[config.mk]
export PLATFORM = sky130hd
export DESIGN_NAME = spi_reg_seq
export DESIGN_NICKNAME = d
export VERILOG_FILES = /design/src/rtl/spi_reg_seq.sv
export SDC_FILE = /design/constraint.sdc
export NUM_CORES = 1
export LEC_CHECK = 0
export BUFFER_PORTS_ARGS = -buffer_cell sky130_fd_sc_hd__buf_2
export CAP_MARGIN = 25
export CORE_MARGIN = 8
export CORE_UTILIZATION = 53
export DETAILED_ROUTE_END_ITERATION = 7
export GPL_TIMING_DRIVEN = 1
export PLACE_DENSITY = 0.79
export SETUP_SLACK_MARGIN = 0.02
export SYNTH_ARGS = -nofsm -noshare
export SYNTH_HDL_FRONTEND = slang
export SYNTH_SLANG_ARGS = --single-unit
[constraint.sdc]
create_clock -name clk -period 2.6 [get_ports clk]
set_input_delay 0.52 -clock clk [delete_from_list [all_inputs] [get_ports clk]]
set_output_delay 0.52 -clock clk [all_outputs]
set_load 0.05 [all_outputs]
[src/rtl/spi_reg_seq.sv]
// Frames each SPI chip-select window into a command byte plus a data burst and
// drives the register mux/demux with qualified strobes, auto-increment and error guards.
//
// state | meaning
// IDLE  | waiting for an armed cs_n falling window
// CMD   | waiting for the command byte (R/W + 7-bit address)
// WDATA | write burst, each rxdv becomes a write strobe
// RDATA | read burst, each tx_ready becomes a transmit load
// ERR   | frame aborted, wait for cs_n high
module spi_reg_seq #(
    parameter int unsigned BURST_MAX = 64,
    parameter int unsigned TIMEOUT   = 1024,
    parameter logic [7:0]  INC_MASK  = 8'b1101_0111
) (
    input  logic       clk,
    input  logic       reset,
    input  logic       cs_n,
    input  logic       rxdv,
    input  logic [7:0] rx_d,
    input  logic       tx_ready,
    input  logic       tx_en_in,
    input  logic [7:0] tx_d_in,
    output logic [6:0] reg_addr,
    output logic       addr_dv,
    output logic       rw_out,
    output logic       rxdv_out,
    output logic [7:0] rx_d_out,
    output logic       tx_load,
    output logic [7:0] tx_byte,
    output logic       rd_strobe,
    output logic [6:0] byte_cnt,
    output logic       busy,
    output logic       err
);

    localparam int unsigned TW = $clog2(TIMEOUT + 1);

    typedef enum logic [2:0] {IDLE, CMD, WDATA, RDATA, ERR} state_t;

    state_t         state_q, state_d;
    logic           armed_q, armed_d;
    logic [6:0]     reg_addr_q, reg_addr_d;
    logic           addr_dv_q, addr_dv_d;
    logic           rw_q, rw_d;
    logic           rxdv_out_q, rxdv_out_d;
    logic [7:0]     rx_d_out_q, rx_d_out_d;
    logic           tx_load_q, tx_load_d;
    logic [7:0]     tx_byte_q, tx_byte_d;
    logic           rd_strobe_q, rd_strobe_d;
    logic [6:0]     byte_cnt_q, byte_cnt_d;
    logic           err_q, err_d;
    logic [TW-1:0]  tmr_q, tmr_d;

    logic rx_ev, tx_ev, active, timed_out, burst_full;

    // A byte coinciding with cs_n high belongs to a dying frame and is dropped.
    assign rx_ev      = rxdv & ~cs_n;
    assign tx_ev      = tx_ready & ~cs_n;
    assign active     = (state_q == CMD) || (state_q == WDATA) || (state_q == RDATA);
    assign timed_out  = active && (tmr_q == '0) && !cs_n && !rxdv && !tx_ready;
    assign burst_full = (byte_cnt_q == 7'(BURST_MAX));

    always_ff @(posedge clk) begin
        if (reset) begin
            state_q     <= IDLE;
            armed_q     <= 1'b0;
            reg_addr_q  <= '0;
            addr_dv_q   <= 1'b0;
            rw_q        <= 1'b0;
            rxdv_out_q  <= 1'b0;
            rx_d_out_q  <= '0;
            tx_load_q   <= 1'b0;
            tx_byte_q   <= 8'h00;
            rd_strobe_q <= 1'b0;
            byte_cnt_q  <= '0;
            err_q       <= 1'b0;
            tmr_q       <= TW'(TIMEOUT);
        end else begin
            state_q     <= state_d;
            armed_q     <= armed_d;
            reg_addr_q  <= reg_addr_d;
            addr_dv_q   <= addr_dv_d;
            rw_q        <= rw_d;
            rxdv_out_q  <= rxdv_out_d;
            rx_d_out_q  <= rx_d_out_d;
            tx_load_q   <= tx_load_d;
            tx_byte_q   <= tx_byte_d;
            rd_strobe_q <= rd_strobe_d;
            byte_cnt_q  <= byte_cnt_d;
            err_q       <= err_d;
            tmr_q       <= tmr_d;
        end
    end

    always_comb begin
        state_d     = state_q;
        armed_d     = armed_q | cs_n;
        reg_addr_d  = reg_addr_q;
        addr_dv_d   = addr_dv_q;
        rw_d        = rw_q;
        rxdv_out_d  = 1'b0;
        rx_d_out_d  = rx_d_out_q;
        tx_load_d   = 1'b0;
        tx_byte_d   = tx_byte_q;
        rd_strobe_d = 1'b0;
        byte_cnt_d  = byte_cnt_q;
        err_d       = err_q;
        tmr_d       = tmr_q;

        if (cs_n || rxdv || tx_ready) begin
            tmr_d = TW'(TIMEOUT);
        end else if (active && (tmr_q != '0)) begin
            tmr_d = tmr_q - 1'b1;
        end

        // Increment lands one cycle after the strobe so the strobe sees the old address.
        if ((rxdv_out_q || tx_load_q) && INC_MASK[reg_addr_q[2:0]]) begin
            reg_addr_d = reg_addr_q + 7'd1;
        end

        case (state_q)
            IDLE: begin
                if (!cs_n && armed_q) begin
                    state_d = CMD;
                    armed_d = 1'b0;
                end
            end
            CMD: begin
                if (timed_out) begin
                    err_d     = 1'b1;
                    addr_dv_d = 1'b0;
                    state_d   = ERR;
                end else if (rx_ev) begin
                    reg_addr_d = rx_d[6:0];
                    rw_d       = rx_d[7];
                    err_d      = 1'b0;
                    byte_cnt_d = '0;
                    addr_dv_d  = 1'b1;
                    state_d    = rx_d[7] ? RDATA : WDATA;
                end
            end
            WDATA: begin
                if (timed_out || (rx_ev && burst_full)) begin
                    err_d     = 1'b1;
                    addr_dv_d = 1'b0;
                    state_d   = ERR;
                end else if (rx_ev) begin
                    rxdv_out_d = 1'b1;
                    rx_d_out_d = rx_d;
                    byte_cnt_d = byte_cnt_q + 7'd1;
                end
            end
            RDATA: begin
                if (timed_out || (tx_ev && burst_full)) begin
                    err_d     = 1'b1;
                    addr_dv_d = 1'b0;
                    state_d   = ERR;
                end else if (tx_ev) begin
                    tx_load_d   = 1'b1;
                    rd_strobe_d = 1'b1;
                    tx_byte_d   = tx_en_in ? tx_d_in : 8'hFF;
                    err_d       = err_q | ~tx_en_in;
                    byte_cnt_d  = byte_cnt_q + 7'd1;
                end
            end
            ERR: begin
                addr_dv_d = 1'b0;
            end
            default: begin
                state_d = IDLE;
            end
        endcase

        if (cs_n) begin
            state_d   = IDLE;
            addr_dv_d = 1'b0;
            rw_d      = 1'b0;
        end
    end

    assign reg_addr  = reg_addr_q;
    assign addr_dv   = addr_dv_q;
    assign rw_out    = rw_q;
    assign rxdv_out  = rxdv_out_q;
    assign rx_d_out  = rx_d_out_q;
    assign tx_load   = tx_load_q;
    assign tx_byte   = tx_byte_q;
    assign rd_strobe = rd_strobe_q;
    assign byte_cnt  = byte_cnt_q;
    assign busy      = (state_q != IDLE);
    assign err       = err_q;

endmodule

==> results.cfg, run 1 <==
[outcome]
outcome = completed

[synth]
syn_nets = 307
seq_area_frac_synth_pct = 41.7
syn-mean-instance-area_um2 = 8.75
synth_adder_area_share_pct = 2.55
ys_seq_elements = 51
synth_top_family_by_area = simple AND/OR/NAND/NOR gates
synth_cells = 280
synth_area_mm2 = 0.00245
yosys.area_share.xor_xnor_pct = 8.58
synthMuxAreaShare_pct = 4.95
synth-simple-area-share_pct = 24.9
ys.flop_type = dfxtp_1
synthArstFlopShare_pct = 0
synth-compound-area-share_pct = 11.8
synth_edf_count = 0
ys_types = 48
yosys_warnings = 0

[cts]
cts.path.max_buffers = 2
cts_htree_levels = 2
post_cts_buffers = 0
cts_made_buffers = 5
cts_hold_buf = 0
clock_sinks = 51
cts_resized = 0
cts_root_buffer = clkbuf_8
clock_latency_ns = 0.31
cts_tree = yes
clkSlewWorstSetupHoldPaths_ns = 0.10

[global_routing]
grt_use_total_pct = 15.7
grt_pass1_wl_mm = 9.50
overflow = 0
grt_max_degree = 30
grt_pass1_vias = 2105
antenna_found_initial = 0

[sta]
relSlewSlack_pct = 57.7
skew_ns = 0.0131
finalSetupViolCount = 0
worst_pin_slew_ns = 0.635
rsz0062_at_grt = no
fin_tns_setup_ns = 0
finalHoldViolCount = 0
max_freq_mhz = 466
fin_crit_ns = 2.15
setup_ws_ns = 0.454
whs_ns = 0.451
slew_viol_final = 0
finalCritPeriodShare_pct = 82.5

[setup_path]
worstReg2RegEnd = tmr_q[9]$_SDFFE_PP0P_
rrSetupSlack_ns = 0.45
cp_cell_sequence = inv_1 -> ha_1 -> nor4b_1 -> a41oi_2 -> nand3b_1 -> or4_1 -> xnor2_1 -> nor2_1
cp_slowest_cell = or4_1
crit_required_ns = 2.79
crit_path_max_fanout = 7
end_kind = register
cp_top_family = simple AND/OR/NAND/NOR gates
r2r-start = tmr_q[0]$_SDFFE_PP0P_
rr_worst_depth = 8
cp-start-kind = register
cpPeakStageDelay_ns = 0.44
path_buf_inv = 1
arrival_ns = 2.33
crit_type = register to register

[die]
io_pins = 59
placementRows = 24
die_w_um = 84.0
start_util_pct = 55.5
die_h_um = 84.0
placeableCoreArea_mm2 = 0.00441
dieArea_mm2 = 0.00706

[layout]
n_fill_cell = 387
syn_to_final_growth_pct = 18.3
num-nets-final = 362
drive_above_1_share_pct = 23.8
fin_util_pct = 65.7
final_area_mm2 = 0.00290
diodes = 0

[placed_design]
globalplace.congestion = 0.874
place_ws_ns = 0.479
placed_cell_area_mm2 = 0.00276
place_hpwl_mm = 4.12
portBuffers = 58

[hold_path]
hold_depth = 3
hold_path.class = input port to register
whs_endpoint = tx_byte[2]$_SDFFE_PP0P_
worstHoldStart = tx_d_in[2]

[detailed_routing]
via_count = 2106
dr.pass1.iters = 4
ant_nets = 0
dr.first_iter.drc_count = 112
drc = 0
drt_wl_total_mm = 5.55
wl_per_cell_um = 14.3
post_drt_via_cell_ratio = 5.43

[power_and_ir_drop]
leakagePower_nw = 1.22
peakVddDrop_v = 0.000455
p_per_area_mw_per_mm2 = 531

[job]
drv_cap = 0
[sequential cells by signal, summed over array words and instances (netlist names), named ones only]
| signal | flops |
|---|---|
| rx_d_out | 8 |
| armed_q | 1 |
| addr_dv | 1 |
| state_q | 3 |
| reg_addr | 7 |
| rxdv_out | 1 |
| byte_cnt | 7 |
| rd_strobe | 1 |
| err | 1 |
| rw_out | 1 |
| tmr_q | 11 |
| tx_byte | 8 |
[synth_stat cells, types with 2 or more instances]
| cell type | n | area (um2) |
|---|---|---|
| o21ai_0 | 3 | 15.0 |
| nor4b_1 | 2 | 17.5 |
| buf_4 | 3 | 22.5 |
| nand3b_1 | 2 | 15.0 |
| xnor2_1 | 11 | 96.3 |
| a211oi_1 | 7 | 52.6 |
| ha_1 | 5 | 62.6 |
| xor2_1 | 13 | 114 |
| or3_1 | 3 | 18.8 |
| nor4_1 | 2 | 12.5 |
| nand4_1 | 5 | 31.3 |
| a311oi_1 | 9 | 78.8 |
| mux2i_1 | 11 | 110 |
| nand2b_1 | 4 | 25.0 |
| nor2b_1 | 4 | 25.0 |
| dfxtp_1 | 51 | 1020 |
| a21oi_1 | 7 | 35.0 |
| buf_2 | 4 | 20.0 |
| nand3_1 | 11 | 55.1 |
| nor2_1 | 53 | 199 |
| a21boi_0 | 2 | 15.0 |
| clkbuf_1 | 5 | 18.8 |
| o21ai_1 | 2 | 10.0 |
| inv_1 | 17 | 63.8 |
| nand4b_1 | 4 | 35.0 |
| nor3_1 | 4 | 20.0 |
| nand2_1 | 15 | 56.3 |
[report_power, final]
group          total, mW  switching, mW  internal (mW)
Sequential         0.791        0.00529          0.785
Combinational     0.0968         0.0613         0.0354
Clock              0.651          0.268          0.384
[through the flow]
| stage | total power, mW | std cells |
|---|---|---|
| 6_report | 1.54 | 388 |
| 5_1_grt | 1.59 | 388 |
| 4_1_cts | 1.55 | 388 |
| 3_5_place_dp | 0.905 | 380 |
| 3_3_place_gp | 0.904 | 380 |
| 2_1_floorplan | 0.870 | 280 |
[logic make-up (layout without fill, tap and decap cells)]
kind of cell,after synthesis,after routing
buffers and inverters,30,86
AND/OR/NAND/NOR,119,119
flip-flops,51,51
adder cells (fa/ha/maj),5,5
AO/OA/AOI/OAI,39,39
XOR/XNOR,24,24
multiplexers,12,12
[worst max-delay path by stage]
| stage | to | cells past startpoint | slack [ns] | start |
|---|---|---|---|---|
| 6_report | tmr_q[9]$_SDFFE_PP0P_ | 8 | 0.45 | tmr_q[0]$_SDFFE_PP0P_ |
| 5_1_grt | tmr_q[9]$_SDFFE_PP0P_ | 8 | 0.24 | tmr_q[0]$_SDFFE_PP0P_ |
| 4_1_cts | tmr_q[9]$_SDFFE_PP0P_ | 8 | 0.45 | tmr_q[0]$_SDFFE_PP0P_ |
| 3_5_place_dp | tmr_q[9]$_SDFFE_PP0P_ | 8 | 0.48 | tmr_q[0]$_SDFFE_PP0P_ |
| 3_3_place_gp | tmr_q[9]$_SDFFE_PP0P_ | 8 | 0.54 | tmr_q[0]$_SDFFE_PP0P_ |
| 2_1_floorplan | byte_cnt[1]$_SDFFE_PP0P_ | 6 | 0.52 | byte_cnt[6]$_SDFFE_PP0P_ |
[layout make-up]
cell class	count	area, um2	area share, %
Clock buffer	5	68.8	2.37
Clock inverter	3	67.6	2.33
Inverter	17	63.8	2.20
Multi-Input combinational cell	199	1300	44.8
Sequential cell	51	1020	35.2
Tap cell	52	65.1	2.24
Timing Repair Buffer	61	313	10.8
[cell usage in the layout, fill, tap and decap left out, types with 2 or more instances in the layout]
| master | synthesis | routed |
|---|---|---|
| a21boi_0 | 2 | 2 |
| a211oi_1 | 7 | 7 |
| xor2_1 | 13 | 13 |
| buf_4 | 3 | 3 |
| mux2i_1 | 11 | 11 |
| xnor2_1 | 11 | 11 |
| nand4b_1 | 4 | 4 |
| bufinv_16 | 0 | 2 |
| a311oi_1 | 9 | 9 |
| nor2b_1 | 4 | 4 |
| nor3_1 | 4 | 4 |
| a21oi_1 | 7 | 7 |
| nor2_1 | 53 | 53 |
| inv_1 | 17 | 17 |
| o21ai_0 | 3 | 3 |
| dfxtp_1 | 51 | 51 |
| nor4_1 | 2 | 2 |
| ha_1 | 5 | 5 |
| or3_1 | 3 | 3 |
| nand3b_1 | 2 | 2 |
| nand4_1 | 5 | 5 |
| clkbuf_8 | 0 | 5 |
| nand2_1 | 15 | 15 |
| buf_2 | 4 | 58 |
| nand2b_1 | 4 | 4 |
| o21ai_1 | 2 | 2 |
| nand3_1 | 11 | 11 |
[metal layers]
metal  vias to the layer above  part of all wire (%)  track usage (%)
met1                       995                    46             18.6
met4                         0                   1.3             4.55
met3                         6                   4.3             4.79
li1                       1071                     -                -
met2                        34                    48             26.4
met5                         -                     0                0
[worst register-to-register path, cell delays in order, from the launching register on]
cell and delay, ns:
dfxtp_1 0.37, inv_1 0.08, ha_1 0.20, nor4b_1 0.16, a41oi_2 0.40, nand3b_1 0.19
or4_1 0.44, xnor2_1 0.15, nor2_1 0.05
(Power assumes the default switching activity.)
==> inputs of run 2 (changes only) <==
- clock period: 2.6 -> 1.98 ns (I/O delays scaled with it)
==> run 2 against run 1 <==
Effect of this change:
- register-to-register slack got worse by 0.34 ns
- cell count up 4.6%
- clock power down 7.8%
- critical path type is now register to primary output
- setup slack worse by 0.38 ns
- via count up 4.9%
- clock skew decreased by 0.0078 ns
- power increased by 16%
- utilization grew 2.9 points
- worst hold slack lost 0.12 ns
- flip-flop and latch count stayed put
- clock-buffer cell count did not move
- sequential power increased by 31%
==> results.cfg, run 2 (synthesis gave the netlist of run 1 again) <==
[setup_path]
rrSetupSlack_ns = 0.11
crit_required_ns = 1.58
startpoint = state_q[1]$_SDFFE_PP0P_
r2r-start = byte_cnt[3]$_SDFFE_PP0P_
end_kind = primary output
crit_type = register to primary output
arrival_ns = 1.51
cp-start-kind = register
crit_path_max_fanout = 8

[detailed_routing]
routed-wl-met3_um = 336
ant_nets = 0
wl_per_cell_um = 15.4
dr.first_iter.drc_count = 134
post_drt_via_cell_ratio = 5.44
dr.pass1.iters = 4
via_count = 2209
top_layer_used = met4
drt_wl_total_mm = 6.26
m1WireLength_mm = 2.71
drc = 0
wl_met2_mm = 3.09

[die]
dieArea_mm2 = 0.00706
placementRows = 24
io_pins = 59
die_w_um = 84.0
placeableCoreArea_mm2 = 0.00441
start_util_pct = 55.5
die_h_um = 84.0

[sta]
relSlewSlack_pct = 76.4
whs_ns = 0.335
setup_ws_ns = 0.0766
fin_crit_ns = 1.90
max_freq_mhz = 525
rsz0062_at_grt = no
finalCritPeriodShare_pct = 96.1
skew_ns = 0.00525
slew_viol_final = 0
finalSetupViolCount = 0
worst_pin_slew_ns = 0.354
fin_tns_setup_ns = 0
finalHoldViolCount = 0

[hold_path]
worstHoldStart = tx_d_in[5]
hold_path.class = input port to register

[placed_design]
globalplace.congestion = 0.847
place_hpwl_mm = 4.44
portBuffers = 58
place_inst = 395
place_ws_ns = -0.00488
placed_cell_area_mm2 = 0.00288

[cts]
cts_tree = yes
clock_sinks = 51
cts_root_buffer = clkbuf_8
cts_made_buffers = 5
clock_latency_ns = 0.30
cts.path.max_buffers = 2
cts_hold_buf = 0
clkSlewWorstSetupHoldPaths_ns = 0.10
cts_htree_levels = 2

[outcome]
outcome = completed

[job]
drv_cap = 0

[global_routing]
grt_pass1_wl_mm = 10.3
grt_pass1_vias = 2240
grt_use_total_pct = 17.0
grt_max_degree = 19
overflow = 0
antenna_found_initial = 0

[layout]
fin_cells = 406
drive_above_1_share_pct = 31.1
syn_to_final_growth_pct = 23.5
mostFrequentLayoutCells = buf_2 (58), nor2_1 (53), dfxtp_1 (45)
top_register = tmr_q
largest_reg_flops = 11
num-nets-final = 380
final_area_mm2 = 0.00303
diodes = 0
final_common_cell = buf_2

[power_and_ir_drop]
leakagePower_nw = 1.30
p_per_area_mw_per_mm2 = 588
peakVddDrop_v = 0.000544
-- run 2: cell types whose count changed in the layout (fill, tap and decap cells not counted), moves of 2 or more --
cell       previous run  this run
buf_4                 3        20
dfxtp_1              51        45
dfxtp_2               0         6
bufinv_16             2         0
-- run 2: final cells by class --
class / instances / area, um2
clock buffers: 5 / 68.8
repair buffers: 78 / 440
inverters: 17 / 63.8
clock inverters: 3 / 20.0
flip-flops and latches: 51 / 1030
well taps: 52 / 65.1
multi-input cells: 200 / 1340
fillers: 366 / 1390
-- run 2: timing repair --
item,4_1_cts,5_1_grt
pin swaps,0,8
buffers inserted,0,2
gates cloned,0,1
endpoints found under the setup margin,3,16
resized for setup,1,9
-- run 2: worst paths after layout --
kind,to,cells past startpoint
max,busy,3
min,tx_byte[5]$_SDFFE_PP0P_,3
min reg2reg,err$_SDFFE_PP0P_,2
max reg2reg,tx_byte[1]$_SDFFE_PP0P_,5
-- run 2: critical path, cell delays in order (launching register included) --
cell	delay (ns)
dfxtp_1	0.39
buf_4	0.18
or3_1	0.40
buf_2	0.23
-- run 2: per-stage QoR --
step,total power [mW],utilization [%]
floorplan,1.14,-
global placement,1.20,65.3
detailed placement,1.20,65.3
CTS,1.78,67.4
global route,1.84,68.6
finish,1.78,68.6
-- run 2: power by group --
| group | switching (mW) | internal (mW) |
|---|---|---|
| combinational | 0.0853 | 0.0567 |
| clock | 0.353 | 0.247 |
| sequential | 0.00751 | 1.03 |
-- run 2: per-layer routing --
layer | track usage [%] | vias to the layer above
met5 | 0 | -
met4 | 5.34 | 0
met3 | 4.88 | 14
met2 | 29.0 | 66
met1 | 19.8 | 1021
li1 | - | 1108
==> inputs of run 3 (changes only) <==
- RECOVER_POWER: default -> 25
==> run 3 against run 2 <==
Effect of this change:
- cell area down 0.87%
- non-clock buffer count unchanged
- flip-flop and latch count unchanged
- clock skew about the same
- via count about the same
- die area unchanged
- first-iteration DRC count down 14%
- clock power down 0.7%
- critical endpoint unchanged
- largest cell class unchanged
- largest power group unchanged
==> results.cfg, run 3 (synthesis gave the netlist of run 1 again) <==
[outcome]
outcome = completed

[layout]
multi_input_area_mm2 = 0.00134
fin_cells = 406
syn_to_final_growth_pct = 22.5
mostFrequentLayoutCells = nor2_1 (53), dfxtp_1 (45), buf_2 (37)
final_area_mm2 = 0.00300
largest_reg_flops = 11
diodes = 0
drive_above_1_share_pct = 25.1
num-nets-final = 380
fin_util_pct = 68.0
top_register = tmr_q
regArea_mm2 = 0.00103
n_fill_cell = 379
final_common_cell = nor2_1

[setup_path]
cpPeakStageDelay_ns = 0.40
arrival_ns = 1.52
crit_type = register to primary output
r2r-start = byte_cnt[3]$_SDFFE_PP0P_
crit_path_max_fanout = 8
path_buf_inv = 2
cp_top_family = buffers and inverters
rr_worst_depth = 5
rrSetupSlack_ns = 0.12
cp-start-kind = register
cp_cell_sequence = buf_4 -> or3_1 -> buf_2
crit_required_ns = 1.58
worstReg2RegEnd = tx_byte[1]$_SDFFE_PP0P_
end_kind = primary output
cp_slowest_cell = or3_1

[die]
die_w_um = 84.0
dieArea_mm2 = 0.00706
placementRows = 24
start_util_pct = 55.5
placeableCoreArea_mm2 = 0.00441
io_pins = 59
die_h_um = 84.0

[sta]
whs_ns = 0.335
fin_crit_ns = 1.91
finalSetupViolCount = 0
worst_pin_slew_ns = 0.611
max_freq_mhz = 523
skew_ns = 0.00531
setup_ws_ns = 0.0675
slew_viol_final = 0
relSlewSlack_pct = 59.5
finalCritPeriodShare_pct = 96.6
fin_tns_setup_ns = 0
finalHoldViolCount = 0
rsz0062_at_grt = no

[detailed_routing]
via_count = 2211
drc = 0
dr.pass1.iters = 4
wl_per_cell_um = 15.4
post_drt_via_cell_ratio = 5.45
ant_nets = 0
drt_wl_total_mm = 6.26
dr.first_iter.drc_count = 115

[power_and_ir_drop]
p_per_area_mw_per_mm2 = 592
switching_power_uw = 442
share_seq_of_total_power_pct = 58.5
sw_frac_of_total_pct = 24.9
combPwrFrac_pct = 8.0
p_int_mw = 1.33
peakVddDrop_v = 0.000536
clockPowerShare_pct = 33.6
leakagePower_nw = 1.21
total_power_mw = 1.78

[global_routing]
grt_max_degree = 19
grt_use_total_pct = 17.0
overflow = 0
grt_pass1_vias = 2240
grt_pass1_wl_mm = 10.3
antenna_found_initial = 0

[cts]
cts_tree = yes
cts_htree_levels = 2
clock_sinks = 51
cts_root_buffer = clkbuf_8
clock_latency_ns = 0.30
clkSlewWorstSetupHoldPaths_ns = 0.10
cts.path.max_buffers = 2
cts_made_buffers = 5

[placed_design]
portBuffers = 58
place_ws_ns = -0.00488
globalplace.congestion = 0.847
placed_cell_area_mm2 = 0.00288
place_hpwl_mm = 4.44
place_inst = 395

[hold_path]
hold_path.class = input port to register
hold_depth = 3
worstHoldStart = tx_d_in[5]
whs_endpoint = tx_byte[5]$_SDFFE_PP0P_

[job]
drv_cap = 0
==> run 3: area by class of cell <==
class / count / area share [%]
Sequential cell: 51 / 34.3
Multi-Input combinational cell: 200 / 44.7
Clock buffer: 5 / 2.29
Inverter: 17 / 2.13
Tap cell: 52 / 2.17
Timing Repair Buffer: 78 / 13.8
Clock inverter: 3 / 0.667
==> run 3: worst max-delay path by stage <==
stage	depth (start not counted)	start	slack, ns	to
after floorplan	6	byte_cnt[4]$_SDFFE_PP0P_	0.02	byte_cnt[1]$_SDFFE_PP0P_
after detailed placement	8	tmr_q[1]$_SDFFE_PP0P_	-0.005	state_q[0]$_SDFFE_PP0P_
after global placement	8	tmr_q[1]$_SDFFE_PP0P_	0.09	state_q[0]$_SDFFE_PP0P_
final	3	state_q[1]$_SDFFE_PP0P_	0.07	busy
after global routing	5	byte_cnt[3]$_SDFFE_PP0P_	0.009	tx_byte[1]$_SDFFE_PP0P_
after CTS	7	byte_cnt[0]$_SDFFE_PP0P_	0.04	tx_byte[1]$_SDFFE_PP0P_
==> run 3: power groups by stage <==
stage	Combinational (mW)	Clock [mW]	Sequential, mW
final	0.142	0.596	1.04
after global routing	0.155	0.644	1.04
after CTS	0.138	0.607	1.04
after detailed placement	0.137	0	1.06
after global placement	0.135	0	1.06
after floorplan	0.0709	0	1.07
==> run 3: worst reg2reg max path, stage by stage, from the launching register on <==
cell	delay [ns]
dfxtp_2	0.35
or4b_4	0.54
nor3b_2	0.24
buf_4	0.19
nor2_2	0.09
a311oi_1	0.34
==> run 3: metal layers <==
layer	global-route usage (%)	vias up	part of all wire, %
met1	19.8	1032	44
met4	5.34	0	1.5
met5	0	-	0
li1	-	1112	-
met3	4.88	10	4.8
met2	29.0	57	50
==> run 3: timing repair <==
action,in CTS,in global routing
resized for setup,1,9
setup buffers,0,2
hold buffers,0,0
pin swaps,0,8
setup endpoints to repair,3,16
gates cloned,0,1
